File: src/rtl/tile_renderer.sv
// ---------------------------------------------------------------------------
// tile_renderer
//
// Pixel-generation stage that sits directly behind the VGA timing generator.
// Maps each raw (x, y) pixel onto a 5-column x 6-row letter-tile grid, fetches
// the glyph row for the tile's letter from an external 8x8 font ROM and emits
// a registered 12-bit RGB value. Sync and blank are delayed to stay aligned
// with the colour.
//
// Pipeline: inputs sampled in cycle N -> rgb/hsync_o/vsync_o/blank_o valid
// after edge N+2. font_addr is registered after edge N+1. The ROM answers
// combinationally from font_addr, so font_data is sampled at edge N+2.
//
// Ports
//   clk, rst              pixel clock, synchronous active-high reset
//   x, y                  pixel column / row from the timing generator
//   hsync, vsync, blank   timing signals (syncs active low)
//   wr_en, wr_row, wr_col tile write strobe and address (row 0..5, col 0..4)
//   wr_letter, wr_state   letter code (0 none, 1..26 A..Z) and colour state
//   font_addr, font_data  font ROM address {letter, glyph_row} / glyph row
//   rgb                   {r[3:0], g[3:0], b[3:0]}
//   hsync_o, vsync_o,
//   blank_o               timing signals delayed by 2 cycles
//
// Optional build macro CURSOR_EN: adds cursor_row, cursor_col and cursor_on.
// The tile under the cursor gets a 2-pixel white border that overrides the
// fill colour but not lit glyph pixels.
// ---------------------------------------------------------------------------
module tile_renderer #(
    parameter logic [10:0] X0        = 11'd140,
    parameter logic [10:0] Y0        = 11'd24,
    parameter logic [10:0] PITCH     = 11'd72,
    parameter logic [10:0] TILE      = 11'd64,
    parameter logic [10:0] GLYPH_OFF = 11'd16,
    parameter logic [11:0] BG_RGB    = 12'h000
) (
    input  logic        clk,
    input  logic        rst,
    input  logic [10:0] x,
    input  logic [10:0] y,
    input  logic        hsync,
    input  logic        vsync,
    input  logic        blank,
    input  logic        wr_en,
    input  logic [2:0]  wr_row,
    input  logic [2:0]  wr_col,
    input  logic [4:0]  wr_letter,
    input  logic [1:0]  wr_state,
`ifdef CURSOR_EN
    input  logic [2:0]  cursor_row,
    input  logic [2:0]  cursor_col,
    input  logic        cursor_on,
`endif
    output logic [7:0]  font_addr,
    input  logic [7:0]  font_data,
    output logic [11:0] rgb,
    output logic        hsync_o,
    output logic        vsync_o,
    output logic        blank_o
);

    // 12-bit signed versions of the geometry so offsets can go negative.
    localparam logic signed [11:0] X0_S    = signed'({1'b0, X0});
    localparam logic signed [11:0] Y0_S    = signed'({1'b0, Y0});
    localparam logic signed [11:0] P1      = signed'({1'b0, PITCH});
    localparam logic signed [11:0] P2      = P1 + P1;
    localparam logic signed [11:0] P3      = P2 + P1;
    localparam logic signed [11:0] P4      = P3 + P1;
    localparam logic signed [11:0] P5      = P4 + P1;
    localparam logic signed [11:0] P6      = P5 + P1;
    localparam logic signed [11:0] TILE_S  = signed'({1'b0, TILE});
    localparam logic signed [11:0] GOFF_S  = signed'({1'b0, GLYPH_OFF});
    localparam logic signed [11:0] GEND_S  = GOFF_S + 12'sd32;
`ifdef CURSOR_EN
    localparam logic signed [11:0] BORD_HI = TILE_S - 12'sd2;
`endif

    // Tile index along one axis; constant compare chain instead of a divider.
    // Values past the last tile clamp to 5 and are rejected by the range test.
    function automatic logic [2:0] tile_of(input logic signed [11:0] d);
        if (d >= P5)      return 3'd5;
        else if (d >= P4) return 3'd4;
        else if (d >= P3) return 3'd3;
        else if (d >= P2) return 3'd2;
        else if (d >= P1) return 3'd1;
        else              return 3'd0;
    endfunction

    function automatic logic signed [11:0] base_of(input logic [2:0] t);
        case (t)
            3'd1:    return P1;
            3'd2:    return P2;
            3'd3:    return P3;
            3'd4:    return P4;
            3'd5:    return P5;
            default: return 12'sd0;
        endcase
    endfunction

    // Row-major flat index into the 30-entry register file.
    function automatic logic [4:0] tile_idx(input logic [2:0] r, input logic [2:0] c);
        return ({2'b00, r} * 5'd5) + {2'b00, c};
    endfunction

    function automatic logic [11:0] fill_rgb(input logic [1:0] st);
        case (st)
            2'd0:    return 12'h222;
            2'd1:    return 12'h444;
            2'd2:    return 12'hCA0;
            default: return 12'h4A4;
        endcase
    endfunction

    logic [4:0] letter_q [0:29];
    logic [1:0] state_q  [0:29];

    always_ff @(posedge clk) begin
        if (rst) begin
            for (int i = 0; i < 30; i++) begin
                letter_q[i] <= '0;
                state_q[i]  <= '0;
            end
        end else if (wr_en && (wr_row <= 3'd5) && (wr_col <= 3'd4)) begin
            letter_q[tile_idx(wr_row, wr_col)] <= wr_letter;
            state_q[tile_idx(wr_row, wr_col)]  <= wr_state;
        end
    end

    logic signed [11:0] dx_c, dy_c, ox_c, oy_c;
    logic [2:0]         col_c, row_c, gc_c, gr_c;
    logic [4:0]         rd_idx_c, letter_c;
    logic [1:0]         state_c;
    logic               in_x_c, in_y_c, in_tile_c, in_glyph_c;
`ifdef CURSOR_EN
    logic               border_c;
`endif

    always_comb begin
        dx_c     = signed'({1'b0, x}) - X0_S;
        dy_c     = signed'({1'b0, y}) - Y0_S;
        in_x_c   = (dx_c >= 12'sd0) && (dx_c < P5);
        in_y_c   = (dy_c >= 12'sd0) && (dy_c < P6);
        col_c    = tile_of(dx_c);
        row_c    = tile_of(dy_c);
        ox_c     = dx_c - base_of(col_c);
        oy_c     = dy_c - base_of(row_c);
        // Outside the grid the clamped indices could point past entry 29.
        rd_idx_c = (in_x_c && in_y_c) ? tile_idx(row_c, col_c) : 5'd0;
        letter_c = letter_q[rd_idx_c];
        state_c  = state_q[rd_idx_c];
        in_tile_c  = in_x_c && in_y_c && (ox_c < TILE_S) && (oy_c < TILE_S);
        in_glyph_c = in_tile_c && (ox_c >= GOFF_S) && (ox_c < GEND_S) &&
                     (oy_c >= GOFF_S) && (oy_c < GEND_S) && (letter_c != 5'd0);
        // Glyph is scaled x4, so each font bit covers 4x4 pixels.
        gc_c = 3'((ox_c - GOFF_S) >>> 2);
        gr_c = 3'((oy_c - GOFF_S) >>> 2);
`ifdef CURSOR_EN
        border_c = in_tile_c && cursor_on && (row_c == cursor_row) && (col_c == cursor_col) &&
                   ((ox_c < 12'sd2) || (ox_c >= BORD_HI) || (oy_c < 12'sd2) || (oy_c >= BORD_HI));
`endif
    end

    // ---- stage 1 boundary: tile lookup registered, font address issued ----
    logic [1:0] state_p1;
    logic       in_tile_p1, in_glyph_p1;
    logic [2:0] gc_p1;
    logic [7:0] font_addr_p1;
    logic       hs_p1, vs_p1, bl_p1;
`ifdef CURSOR_EN
    logic       border_p1;
`endif

    always_ff @(posedge clk) begin
        if (rst) begin
            state_p1     <= '0;
            in_tile_p1   <= 1'b0;
            in_glyph_p1  <= 1'b0;
            gc_p1        <= '0;
            font_addr_p1 <= '0;
            hs_p1        <= 1'b1;
            vs_p1        <= 1'b1;
            bl_p1        <= 1'b1;
`ifdef CURSOR_EN
            border_p1    <= 1'b0;
`endif
        end else begin
            state_p1     <= state_c;
            in_tile_p1   <= in_tile_c;
            in_glyph_p1  <= in_glyph_c;
            gc_p1        <= gc_c;
            font_addr_p1 <= {letter_c, gr_c};
            hs_p1        <= hsync;
            vs_p1        <= vsync;
            bl_p1        <= blank;
`ifdef CURSOR_EN
            border_p1    <= border_c;
`endif
        end
    end

    assign font_addr = font_addr_p1;

    logic        pixel_c;
    logic [11:0] rgb_c;

    always_comb begin
        rgb_c   = BG_RGB;
        pixel_c = font_data[3'd7 - gc_p1];
        if (bl_p1)
            rgb_c = 12'h000;
        else if (in_glyph_p1 && pixel_c)
            rgb_c = 12'hFFF;
`ifdef CURSOR_EN
        else if (border_p1)
            rgb_c = 12'hFFF;
`endif
        else if (in_tile_p1)
            rgb_c = fill_rgb(state_p1);
    end

    // ---- stage 2 boundary: colour and delayed timing registered ----
    logic [11:0] rgb_p2;
    logic        hs_p2, vs_p2, bl_p2;

    always_ff @(posedge clk) begin
        if (rst) begin
            rgb_p2 <= '0;
            hs_p2  <= 1'b1;
            vs_p2  <= 1'b1;
            bl_p2  <= 1'b1;
        end else begin
            rgb_p2 <= rgb_c;
            hs_p2  <= hs_p1;
            vs_p2  <= vs_p1;
            bl_p2  <= bl_p1;
        end
    end

    assign rgb     = rgb_p2;
    assign hsync_o = hs_p2;
    assign vsync_o = vs_p2;
    assign blank_o = bl_p2;

endmodule

File: config.mk
export PLATFORM = sky130hd
export DESIGN_NAME = tile_renderer
export DESIGN_NICKNAME = d
export VERILOG_FILES = /design/src/rtl/tile_renderer.sv
export SDC_FILE = /design/constraint.sdc
export NUM_CORES = 1
export LEC_CHECK = 0
export CORE_ASPECT_RATIO = 1.1
export CORE_UTILIZATION = 50
export CTS_CLUSTER_DIAMETER = 120
export DETAILED_ROUTE_END_ITERATION = 6
export PLACE_DENSITY_LB_ADDON = 0.3
export SYNTH_ARGS = -nofsm -noshare
export SYNTH_HDL_FRONTEND = slang
export SYNTH_SLANG_ARGS = --single-unit
File: constraint.sdc
create_clock -name clk -period 8 [get_ports clk]
set_input_delay 0.8 -clock clk [delete_from_list [all_inputs] [get_ports clk]]
set_output_delay 0.8 -clock clk [all_outputs]
set_load 0.005 [all_outputs]
==> results.txt <==
----------------------------------------------------
[Worst hold path]
  Worst min path class ... reg -> reg

[Worst setup path]
  Gate family responsible for the most delay along the worst path ... compound AO/OA/AOI/OAI gates
  Slowest stage delay, CP ... around 0.69 ns
  CP cell instances ... clkdlybuf4s50_1, ha_1, nor3_1, xor2_1, o21ai_0, a21oi_1, o21ai_0, a21oi_1, o31ai_1, a22o_1, ha_1, ha_1, inv_1, fa_1, nor3_1, o21ai_0, a2111oi_0, a311oi_1, o32ai_1, and2_1, a41oi_2
  Worst Setup Start Kind ... primary input
  Data required time of the critical path ... 8.39 ns
  WS Path Type ... in -> reg
  Critical-path maximum fanout ... 11
  Count of buffer and inverter cells on the critical path ... 2
  Setup crit end kind ... register
  Worst EP arrival ... 7.34 ns
  Master of the slowest instance on the critical path ... sky130_fd_sc_hd__xor2_1

[Placed design]
  Sum of net half-perimeters after detailed placement ... 22,000 um
  Placer's final routability congestion estimate ... 0.898
  Area of placed instances ... 14,400 um2
  Buffers on Ports ... 69

[STA]
  Setup repair after global routing missed its margin ... no
  Peak clock frequency supported by timing ... between 100 and 150 MHz
  Final setup viols ... 0
  Number of pins exceeding their max-slew limit in the final report ... 0
  Final period demand of the worst path ... 6.95 ns
  Transition time at the pin with the least slew margin ... 1.11 ns
  Period utilisation layout ... 0.869
  Final hold vios ... 0
  Worst-case clock skew ... 0.0212 ns
  Post-Route Setup TNS ... 0 ns
  Remaining max-slew budget at the tightest pin ... 0.252

[Pwr]
  Sw Ratio ... 0.309
  Clock power frac ... 0.309
  VDD IR-drop max ... 0.123 mV
  Switching component of the power ... roughly 1100 uW
  Power share of the sequential group ... 0.422
  Power density relative to cell area ... 240 nW/um2
  Internal ... 2510 uW
  Combinational Power Share ... 0.268
  Static leakage power ... 0.00546 uW

[Layout]
  Top library cells by usage in the layout, fill and taps aside ... sky130_fd_sc_hd__edfxtp_1, sky130_fd_sc_hd__and2_1, sky130_fd_sc_hd__nor2_1, sky130_fd_sc_hd__clkdlybuf4s50_1, sky130_fd_sc_hd__a21oi_1
  Ratio of cells with drive above 1 in the final layout ... 0.122
  Final nets ... 1,266
  Register cell area after layout ... between 7000 and 8000 um2
  Filler instances ... 2,206
  Number of diodes added for antenna fixing ... 0
  Multi-input gate area in the final layout ... about 5700 um2
  Leading cell type in the layout, fill and taps excluded ... sky130_fd_sc_hd__edfxtp_1
  Final non-filler cell area ... around 15,000 um2
  Synthesis-to-finish area growth ... 13.2%

[Clock tree]
  TritonCTS clock tree ... done
  # clock sinks ... roughly 250
  Root buffer cell ... sky130_fd_sc_hd__clkbuf_16
  CTS H-tree lvls ... 1
  Buffer levels on the longest clock path ... 3
  Worst-skew pair later-pin latency ... 0.54 ns
  # hold bufs at CTS ... 0
  Number of post-CTS setup repair buffers ... 0
  Number of cells upsized or downsized after cts ... 0
  Clock transition at the registers of the reported paths ... 0.06 ns
  TritonCTS Buffers ... 26

[Run status]
  Outcome ... completed

[Job]
  MaxCap Viol Count ... 0

[Global routing]
  GR Overflow Total ... 0
  Number of antenna violations at the first check in global routing ... 0
  Overall global routing resource usage ... 0.241
  Number of global-route vias before repair ... a little under 9,000
  Wire length of the first global-routing pass ... about 50,000 um
  Pin count of the biggest net entering global routing ... 52

[Synthesis]
  Number of enable flip-flop cells after synthesis ... 224
  Post-synth net total ... 1,221
  Post-synthesis async set-or-reset flop share ... 0
  Synth Area per Inst ... between 10 and 15 um2
  Distinct cell type count after synthesis ... about 80
  Dominant register cell in the synthesized netlist ... sky130_fd_sc_hd__edfxtp_1
  Yosys Warn Count ... 0
  Post-synthesis register bit count ... 253
  Register area share after synthesis ... 0.546
  Netlist area before placement ... 13,400 um2
  Post-synthesis cell count ... approximately 1,100

[Routing]
  Post-route ant nets ... 0
  Number of violations reported at the end of detailed-routing iteration 0 ... 859
  DR WL/cell ... 20.9 um
  Remaining design rule violation count ... 0
  Average via count per standard cell ... 5.91
  Vias post-DR ... 9,177
  Routed wire length ... 32,500 um
  Number of iterations in the first detailed-routing pass ... 7

[Die]
  Vertical extent of the die ... between 150 and 200 um
  # IOs ... 72
  Placeable core region ... 26,200 um2
  Die X ... 158 um
  Starting density of the core ... 0.510
  Total die area ... ~27,000 um2
  Row count ... 62

----------------------------------------------------
[synthesized netlist by cell type, types with 6 or more instances]
| cell type | instances | share of area |
|---|---|---|
| sky130_fd_sc_hd__edfxtp_1 | 224 | 0.50 |
| sky130_fd_sc_hd__and2_1 | 213 | 0.10 |
| sky130_fd_sc_hd__nor2_1 | 93 | 0.026 |
| sky130_fd_sc_hd__clkbuf_1 | 55 | 0.015 |
| sky130_fd_sc_hd__a21oi_1 | 42 | 0.016 |
| sky130_fd_sc_hd__o21ai_0 | 39 | 0.015 |
| sky130_fd_sc_hd__or2_2 | 38 | 0.018 |
| sky130_fd_sc_hd__mux2i_1 | 34 | 0.025 |
| sky130_fd_sc_hd__nand2_1 | 32 | 0.0090 |
| sky130_fd_sc_hd__ha_1 | 30 | 0.028 |
| sky130_fd_sc_hd__dfxtp_1 | 29 | 0.043 |
| sky130_fd_sc_hd__xnor2_1 | 28 | 0.018 |
| sky130_fd_sc_hd__inv_1 | 25 | 0.0070 |
| sky130_fd_sc_hd__mux4_2 | 18 | 0.030 |
| sky130_fd_sc_hd__mux2_2 | 16 | 0.013 |
| sky130_fd_sc_hd__nor3_1 | 15 | 0.0056 |
| sky130_fd_sc_hd__nand2b_1 | 13 | 0.0061 |
| sky130_fd_sc_hd__nand3_1 | 13 | 0.0049 |
| sky130_fd_sc_hd__a221oi_1 | 11 | 0.0072 |
| sky130_fd_sc_hd__a21o_1 | 10 | 0.0056 |
| sky130_fd_sc_hd__o221ai_1 | 9 | 0.0059 |
| sky130_fd_sc_hd__a211oi_1 | 8 | 0.0045 |
| sky130_fd_sc_hd__a31oi_1 | 8 | 0.0037 |
| sky130_fd_sc_hd__nor2b_1 | 8 | 0.0037 |
| sky130_fd_sc_hd__o31ai_1 | 8 | 0.0045 |
| sky130_fd_sc_hd__buf_2 | 7 | 0.0026 |
| sky130_fd_sc_hd__nand4_1 | 7 | 0.0033 |
| sky130_fd_sc_hd__xor2_1 | 7 | 0.0046 |
| sky130_fd_sc_hd__buf_4 | 6 | 0.0034 |
[stage by stage]
stage                     hold slack [ns]   util  instances  total power (uW)  setup WS [ns]
final                               0.420  0.578       1552              3630           1.05
after global routing                0.447  0.578       1552              3770          0.718
after CTS                           0.418  0.578       1552              3630           1.23
after detailed placement            0.405  0.548       1507              2510          0.682
after global placement              0.391  0.548       1507              2500          0.824
after floorplan                     0.389      -       1138              2200           1.99
[cell type report]
cell class | instances | area share
clock buffer | 31 | 0.0442
tap | 352 | 0.0291
sequential | 253 | 0.482
timing repair buffer | 91 | 0.0562
clock inverter | 14 | 0.00710
inverter | 26 | 0.00644
multi-input combinational | 785 | 0.375
[flip-flops by register name (all words and copies together) (netlist names)]
| name | cells |
|---|---|
| letter_q | 160 |
| state_q | 64 |
| font_addr | 8 |
| rgb | 8 |
| gc_p1 | 3 |
| state_p1 | 2 |
| bl_p1 | 1 |
| blank_o | 1 |
| hs_p1 | 1 |
| hsync_o | 1 |
| in_glyph_p1 | 1 |
| in_tile_p1 | 1 |
| vs_p1 | 1 |
| vsync_o | 1 |
[metal layers]
metal	part of all wire	GRT usage	up-vias	wire [um]
met5	0	0	-	0
met4	0.033	0.0853	0	1090
met3	0.081	0.0350	75	2640
met2	0.49	0.409	422	15800
met1	0.40	0.313	4445	13000
li1	-	-	4235	-
[logic make-up (layout without fill, tap and decap cells)]
logic type,Yosys count,count (layout),synth area share
xor gates and xnor gates,35,35,0.0229
and+or+nand+nor,457,457,0.192
AOI/OAI and AO/OA,189,189,0.103
muxes,68,68,0.0692
buffers and inverters,100,162,0.0309
DFF,253,253,0.546
adders and majority gates,36,36,0.0355
[final timing paths]
| kind | slack, ns | end | cells past startpoint | from |
|---|---|---|---|---|
| min | 0.42 | vsync_o$_SDFF_PP1_ | 1 | vs_p1$_SDFF_PP1_ |
| max | 1.05 | in_glyph_p1$_SDFF_PP0_ | 21 | y[3] |
| max reg2reg | 5.80 | in_glyph_p1$_SDFF_PP0_ | 8 | letter_q[3][2]$_SDFFCE_PN0P_ |
| min reg2reg | 0.42 | vsync_o$_SDFF_PP1_ | 1 | vs_p1$_SDFF_PP1_ |
[power groups by stage]
stage,clock network (uW),registers (uW),logic [uW]
after floorplan,0,1550,649
after global placement,0,1560,944
after detailed placement,0,1560,953
after CTS,1140,1530,959
after global routing,1190,1540,1040
final,1120,1530,974
No activity file was read; power rests on OpenSTA's default activity.
==> RTL change 1 (config.mk and constraints unchanged) <==
The option `CURSOR_EN` is turned on by a define.
--- a/src/rtl/tile_renderer.sv
+++ b/src/rtl/tile_renderer.sv
@@ -26,6 +26,8 @@
 // The tile under the cursor gets a 2-pixel white border that overrides the
 // fill colour but not lit glyph pixels.
 // ---------------------------------------------------------------------------
+`define CURSOR_EN
+
 module tile_renderer #(
     parameter logic [10:0] X0        = 11'd140,
     parameter logic [10:0] Y0        = 11'd24,
Ports: changed (added cursor_col, cursor_on and cursor_row); port bits go from 72 to 79. No check against the original RTL was run, so the function may have changed too.
==> RTL change 1 against the original RTL <==
  * Total power increased by 0.76%
  * Cell count grew 4.4%
  * Largest cell class unchanged
  * Clock power up 12%
  * Synthesized cell count rose by 4.8%
  * Design area increased by 2.8%
  * Die area rose by 1.6%
  * Largest power group unchanged
  * Critical path depth is 1 lower
  * Sequential cell count is 1 higher
  * Area after synthesis is 1.6% higher
  * Maximum frequency grew 2.8%
  * Utilization is 1.2 points higher
  * Worst setup slack better by 0.19 ns
  * Combinational power down 11%
  * Wire length up 8.8%
==> RTL change 1: results (changes against the original RTL) <==
* Layout cells sized above 1 at 0.1080 (was 0.1217)
* Register area share after synthesis at 0.5390 (was 0.5459)
* Synth Warn # at 0 (unchanged)
* Port Buffers at 77 (was 69)
* Fillers at 2155 (was 2206)
* Final hold vios at 0 (unchanged)
* Area post-placement at 14690 µm² (was 14380 µm²)
* Antenna violations before repair at 0 (unchanged)
* Number of global-route vias before repair at 9787 (was 8887)
* FMAX at 148.0 MHz (was 143.9 MHz)
* Number of flops mapped to enable cells by yosys at 224 (unchanged)
* CTS root buffer: clkbuf_16 (unchanged)
* CTS resizes at 0 (unchanged)
* Slowest cell delay on critical path at 0.88 ns (was 0.69 ns)
* Placement Setup Slack at 0.8933 ns (was 0.6821 ns)
* Slowest cell on crit path: fa_2 (was xor2_1)
* Top cells by count, synth: edfxtp_1, and2_1, nor2_1 (unchanged)
* Post-synth ARST share at 0 (unchanged)
* Final Skew at 0.009440 ns (was 0.02117 ns)
* Total GRT Usage at 0.2550 (was 0.2409)
* Post-synthesis net count at 1284 (was 1221)
* Worst Hold Class: register to register (unchanged)
* Sw power at 1095 µW (was 1122 µW)
* First-pass GRT wire length at 55010 µm (was 49690 µm)
* Synth Flop Type: edfxtp_1 (unchanged)
* Status: finished, final reports clean (unchanged)
* Crit-path max FO at 12 (was 11)
* Setup repair bufs after CTS at 0 (unchanged)
* Maximum vdd drop at 0.1613 mV (was 0.1232 mV)
* Largest regs: letter_q x160, state_q x64 (unchanged)
* Largest net degree at the start of global routing at 62 (was 52)
* Crit path DAT at 7.15 ns (was 7.34 ns)
* WL/cell at 21.83 µm (was 20.94 µm)
* Cell variety after synth at 77 (was 79)
* Drt initial violations at 942 (was 859)
* H-tree lvl count at 1 (unchanged)
* CTS Buf Count at 27 (was 26)
* Total leakage power at 0.005613 µW (was 0.005463 µW)
* Crit-path leading delay family: compound AO/OA/AOI/OAI gates (unchanged)
* GPL Wtd Cong at 0.8847 (was 0.8975)
* Synth top area cells: edfxtp_1, and2_1, dfxtp_1, ha_1, mux4_2 (was edfxtp_1, and2_1, dfxtp_1, mux4_2, ha_1)
* R2R setup slack at 5.79 ns (was 5.80 ns)
* DP HPWL at 23360 µm (was 21990 µm)
* Clk pin slew, worst setup/hold paths at 0.06 ns (about the same)
* Slew margin rel. at 0.2467 (was 0.2520)
* Diodes inserted at 0 (unchanged)
* DR vias at 9893 (was 9177)
* Clk_lat worst skew at 0.54 ns (about the same)
* CTS Buffer Depth at 3 (unchanged)
* DR pass1 iterations at 5 (was 7)
RTL change 1: cell count changes in the layout (fill, tap and decap cells not counted), moves of 9 or more:
cell	change
a211oi_1	+14
a221oi_1	-9
and3_1	+12
nand2_1	+21
nor2_1	-13
o211ai_1	+11
o22ai_1	+10
RTL change 1: cells by family after synthesis:
family,share of synthesized area
and+or+nand+nor,0.1982
adders and majority gates,0.03442
xor gates and xnor gates,0.02126
DFF,0.5390
AOI/OAI and AO/OA,0.1197
buffers and inverters,0.03350
muxes,0.05403
RTL change 1: per-stage QoR:
step	power, µW	cells	hold WS, ns
2_1_floorplan	2093	1193	0.3895
3_3_place_gp	2397	1570	0.3916
3_5_place_dp	2413	1570	0.3980
4_1_cts	3650	1620	0.4115
5_1_grt	3778	1620	0.4329
6_report	3660	1620	0.4099
RTL change 1: power by group through the flow:
stage | Combinational (µW) | Clock, µW | Sequential (µW)
6_report | 869 | 1250 | 1540
5_1_grt | 925 | 1310 | 1540
4_1_cts | 854 | 1260 | 1540
3_5_place_dp | 848 | 0 | 1560
3_3_place_gp | 835 | 0 | 1560
2_1_floorplan | 539 | 0 | 1550
RTL change 1: worst paths after layout:
path             from           to  depth (start not counted)
max reg2reg  gc_p1[0]       rgb[5]                          6
min reg2reg     vs_p1      vsync_o                          1
max              y[8]  in_glyph_p1                         20
min             vs_p1      vsync_o                          1
RTL change 1: area by class of cell:
| type | count | area [µm²] | area share |
|---|---|---|---|
| clock inverter | 15 | 157.7 | 0.01013 |
| sequential | 254 | 7327 | 0.4706 |
| tap | 352 | 440.4 | 0.02829 |
| clock buffer | 35 | 725.7 | 0.04661 |
| inverter | 34 | 127.6 | 0.008197 |
| multi-input combinational | 829 | 5844 | 0.3754 |
| timing repair buffer | 101 | 945.9 | 0.06076 |
RTL change 1: per-layer routing:
metal | up-vias | track usage | part of all wire
li1 | 4508 | - | -
met1 | 4771 | 0.3293 | 0.40
met2 | 516 | 0.4296 | 0.49
met4 | 0 | 0.1030 | 0.035
met3 | 98 | 0.04083 | 0.081
met5 | - | 0 | 0
==> RTL change 2 (same settings) <==
Made on the original files. The output `rgb` loses its register stage (`rgb_p2` becomes a continuous assignment).
--- a/src/rtl/tile_renderer.sv
+++ b/src/rtl/tile_renderer.sv
@@ -224,18 +224,18 @@
 
     always_ff @(posedge clk) begin
         if (rst) begin
-            rgb_p2 <= '0;
             hs_p2  <= 1'b1;
             vs_p2  <= 1'b1;
             bl_p2  <= 1'b1;
         end else begin
-            rgb_p2 <= rgb_c;
             hs_p2  <= hs_p1;
             vs_p2  <= vs_p1;
             bl_p2  <= bl_p1;
         end
     end
 
+    assign rgb_p2 = rgb_c;
+
     assign rgb     = rgb_p2;
     assign hsync_o = hs_p2;
     assign vsync_o = vs_p2;
Function: changed (a bounded check fails within 4 cycles, from zero or initial values and one cycle with rst high).
==> RTL change 2 against the original RTL <==
  * Sequential power shrank 3%
  * Synthesized cell count is 13% higher
  * Area after synthesis increased by 1.8%
  * Via count is 9.8% higher
  * Total power down 11%
  * Wire length rose by 9.0%
  * Worst setup slack better by 0.016 ns
  * Design area grew 2.2%
  * Hold slack lost 0.0082 ns
  * Sequential cell count is 8 lower
  * Register-to-register slack worse by 0.02 ns
  * Critical endpoint unchanged
  * Largest cell class unchanged
==> RTL change 2: results (changes against the original RTL) <==
* Status: finished, final reports clean (unchanged)
* WL/cell at 20.85 µm (was 20.94 µm)
* Register area share after synthesis at 0.5247 (was 0.5459)
* Fillers at 2219 (was 2206)
* DR vias at 10080 (was 9177)
* Synth Warn # at 0 (unchanged)
* Top cells by count, synth: edfxtp_1, and2_1, nor2_1 (unchanged)
* CTS resizes at 0 (unchanged)
* GPL Wtd Cong at 0.9470 (was 0.8975)
* Post-synthesis net count at 1369 (was 1221)
* DR pass1 iterations at 6 (was 7)
* Port Buffers at 69 (unchanged)
* H-tree lvl count at 1 (unchanged)
* Post-synth ARST share at 0 (unchanged)
* Pint at 2396 µW (was 2510 µW)
* Total GRT Usage at 0.2548 (was 0.2409)
* CTS Buf Count at 26 (unchanged)
* Largest net degree at the start of global routing at 53 (was 52)
* Synth Flop Type: edfxtp_1 (unchanged)
* Clk_lat worst skew at 0.54 ns (about the same)
* CTS root buffer: clkbuf_16 (unchanged)
* Worst Hold Class: register to register (unchanged)
* Routed WL at 35430 µm (was 32500 µm)
* Setup repair bufs after CTS at 0 (unchanged)
* Synth top area cells: edfxtp_1, and2_1, nor2_1, dfxtp_1, mux2i_1 (was edfxtp_1, and2_1, dfxtp_1, mux4_2, ha_1)
* Crit-path max FO at 14 (was 11)
* Cell variety after synth at 79 (unchanged)
* First-pass GRT wire length at 54500 µm (was 49690 µm)
* Slew margin rel. at 0.2126 (was 0.2520)
* Antenna violations before repair at 0 (unchanged)
* Max reg flops at 160 (unchanged)
* Total leakage power at 0.005707 µW (was 0.005463 µW)
* DP HPWL at 23880 µm (was 21990 µm)
* Number of flops mapped to enable cells by yosys at 224 (unchanged)
* Number of global-route vias before repair at 9690 (was 8887)
* Syn avg cell area at 10.58 µm² (was 11.76 µm²)
* Drt initial violations at 1100 (was 859)
* Final Skew at 0.01023 ns (was 0.02117 ns)
* Crit path DAT at 7.32 ns (was 7.34 ns)
* CTS Buffer Depth at 3 (unchanged)
* Diodes inserted at 0 (unchanged)
* Layout cells sized above 1 at 0.09613 (was 0.1217)
* Reg with most FFs: letter_q (unchanged)
* Maximum vdd drop at 0.1326 mV (was 0.1232 mV)
* Clk pin slew, worst setup/hold paths at 0.06 ns (about the same)
* DP Cell Count at 1653 (was 1507)
==> RTL change 2: critical path, cell delays in order <==
cell             delay, ns
clkdlybuf4s50_1       0.68
ha_1                  0.53
nor2b_1               0.16
a21o_1                0.20
o221a_2               0.26
o32ai_1               0.67
nor3_1                0.20
nor2_1                0.50
inv_1                 0.18
nor2_1                0.15
ha_1                  0.18
inv_1                 0.06
fa_1                  0.37
xor2_1                0.23
nor2_1                0.87
o32ai_1               0.22
or4_1                 0.54
o22ai_1               0.35
a41oi_2               0.16
==> RTL change 2: final timing paths <==
kind                 endpoint  depth (start not counted)             from  slack [ns]
setup / recovery  in_glyph_p1                         19             x[2]        1.07
hold / removal        hsync_o                          1            hs_p1        0.41
setup reg to reg  in_glyph_p1                          6  letter_q[19][1]        5.78
hold reg to reg       hsync_o                          1            hs_p1        0.41
==> RTL change 2: kinds of logic (layout without fill, tap and decap cells) <==
kind of cell	count (synthesis)	in the layout	synth area share
compound gates	193	193	0.1034
xor+xnor	37	37	0.02489
fa+ha+maj	33	33	0.03252
buf+inv	116	171	0.03500
flops	245	245	0.5247
mux	52	52	0.04345
simple gates	611	611	0.2360
==> RTL change 2: stage by stage <==
stage | setup WS [ns] | area (µm²)
2_1_floorplan | 2.153 | 13620
3_3_place_gp | 0.8217 | 14610
3_5_place_dp | 0.6966 | 14610
4_1_cts | 1.215 | 15490
5_1_grt | 0.7442 | 15490
6_report | 1.067 | 15490
==> RTL change 2: routing by layer <==
| metal | part of all wire | routed length (µm) | GRT usage | vias up |
|---|---|---|---|---|
| li1 | - | - | - | 4682 |
| met1 | 0.39 | 13790 | 0.3142 | 4835 |
| met2 | 0.49 | 17340 | 0.4391 | 450 |
| met3 | 0.081 | 2884 | 0.04818 | 108 |
| met4 | 0.040 | 1413 | 0.1054 | 0 |
| met5 | 0 | 0 | 0 | - |
==> RTL change 2: cell type report <==
class	instances	share of cell area
clock buffer	35	0.04556
clock inverter	11	0.01123
inverter	28	0.006785
multi-input combinational	926	0.3884
sequential	245	0.4614
tap	357	0.02884
timing repair buffer	97	0.05784
==> RTL change 2: power by group through the flow <==
stage	Clock (µW)	Sequential (µW)	Combinational [µW]
after detailed placement	0	1510	479
final	1250	1490	488
after global placement	0	1510	471
after global routing	1310	1490	525
after floorplan	0	1510	315
after CTS	1260	1490	482
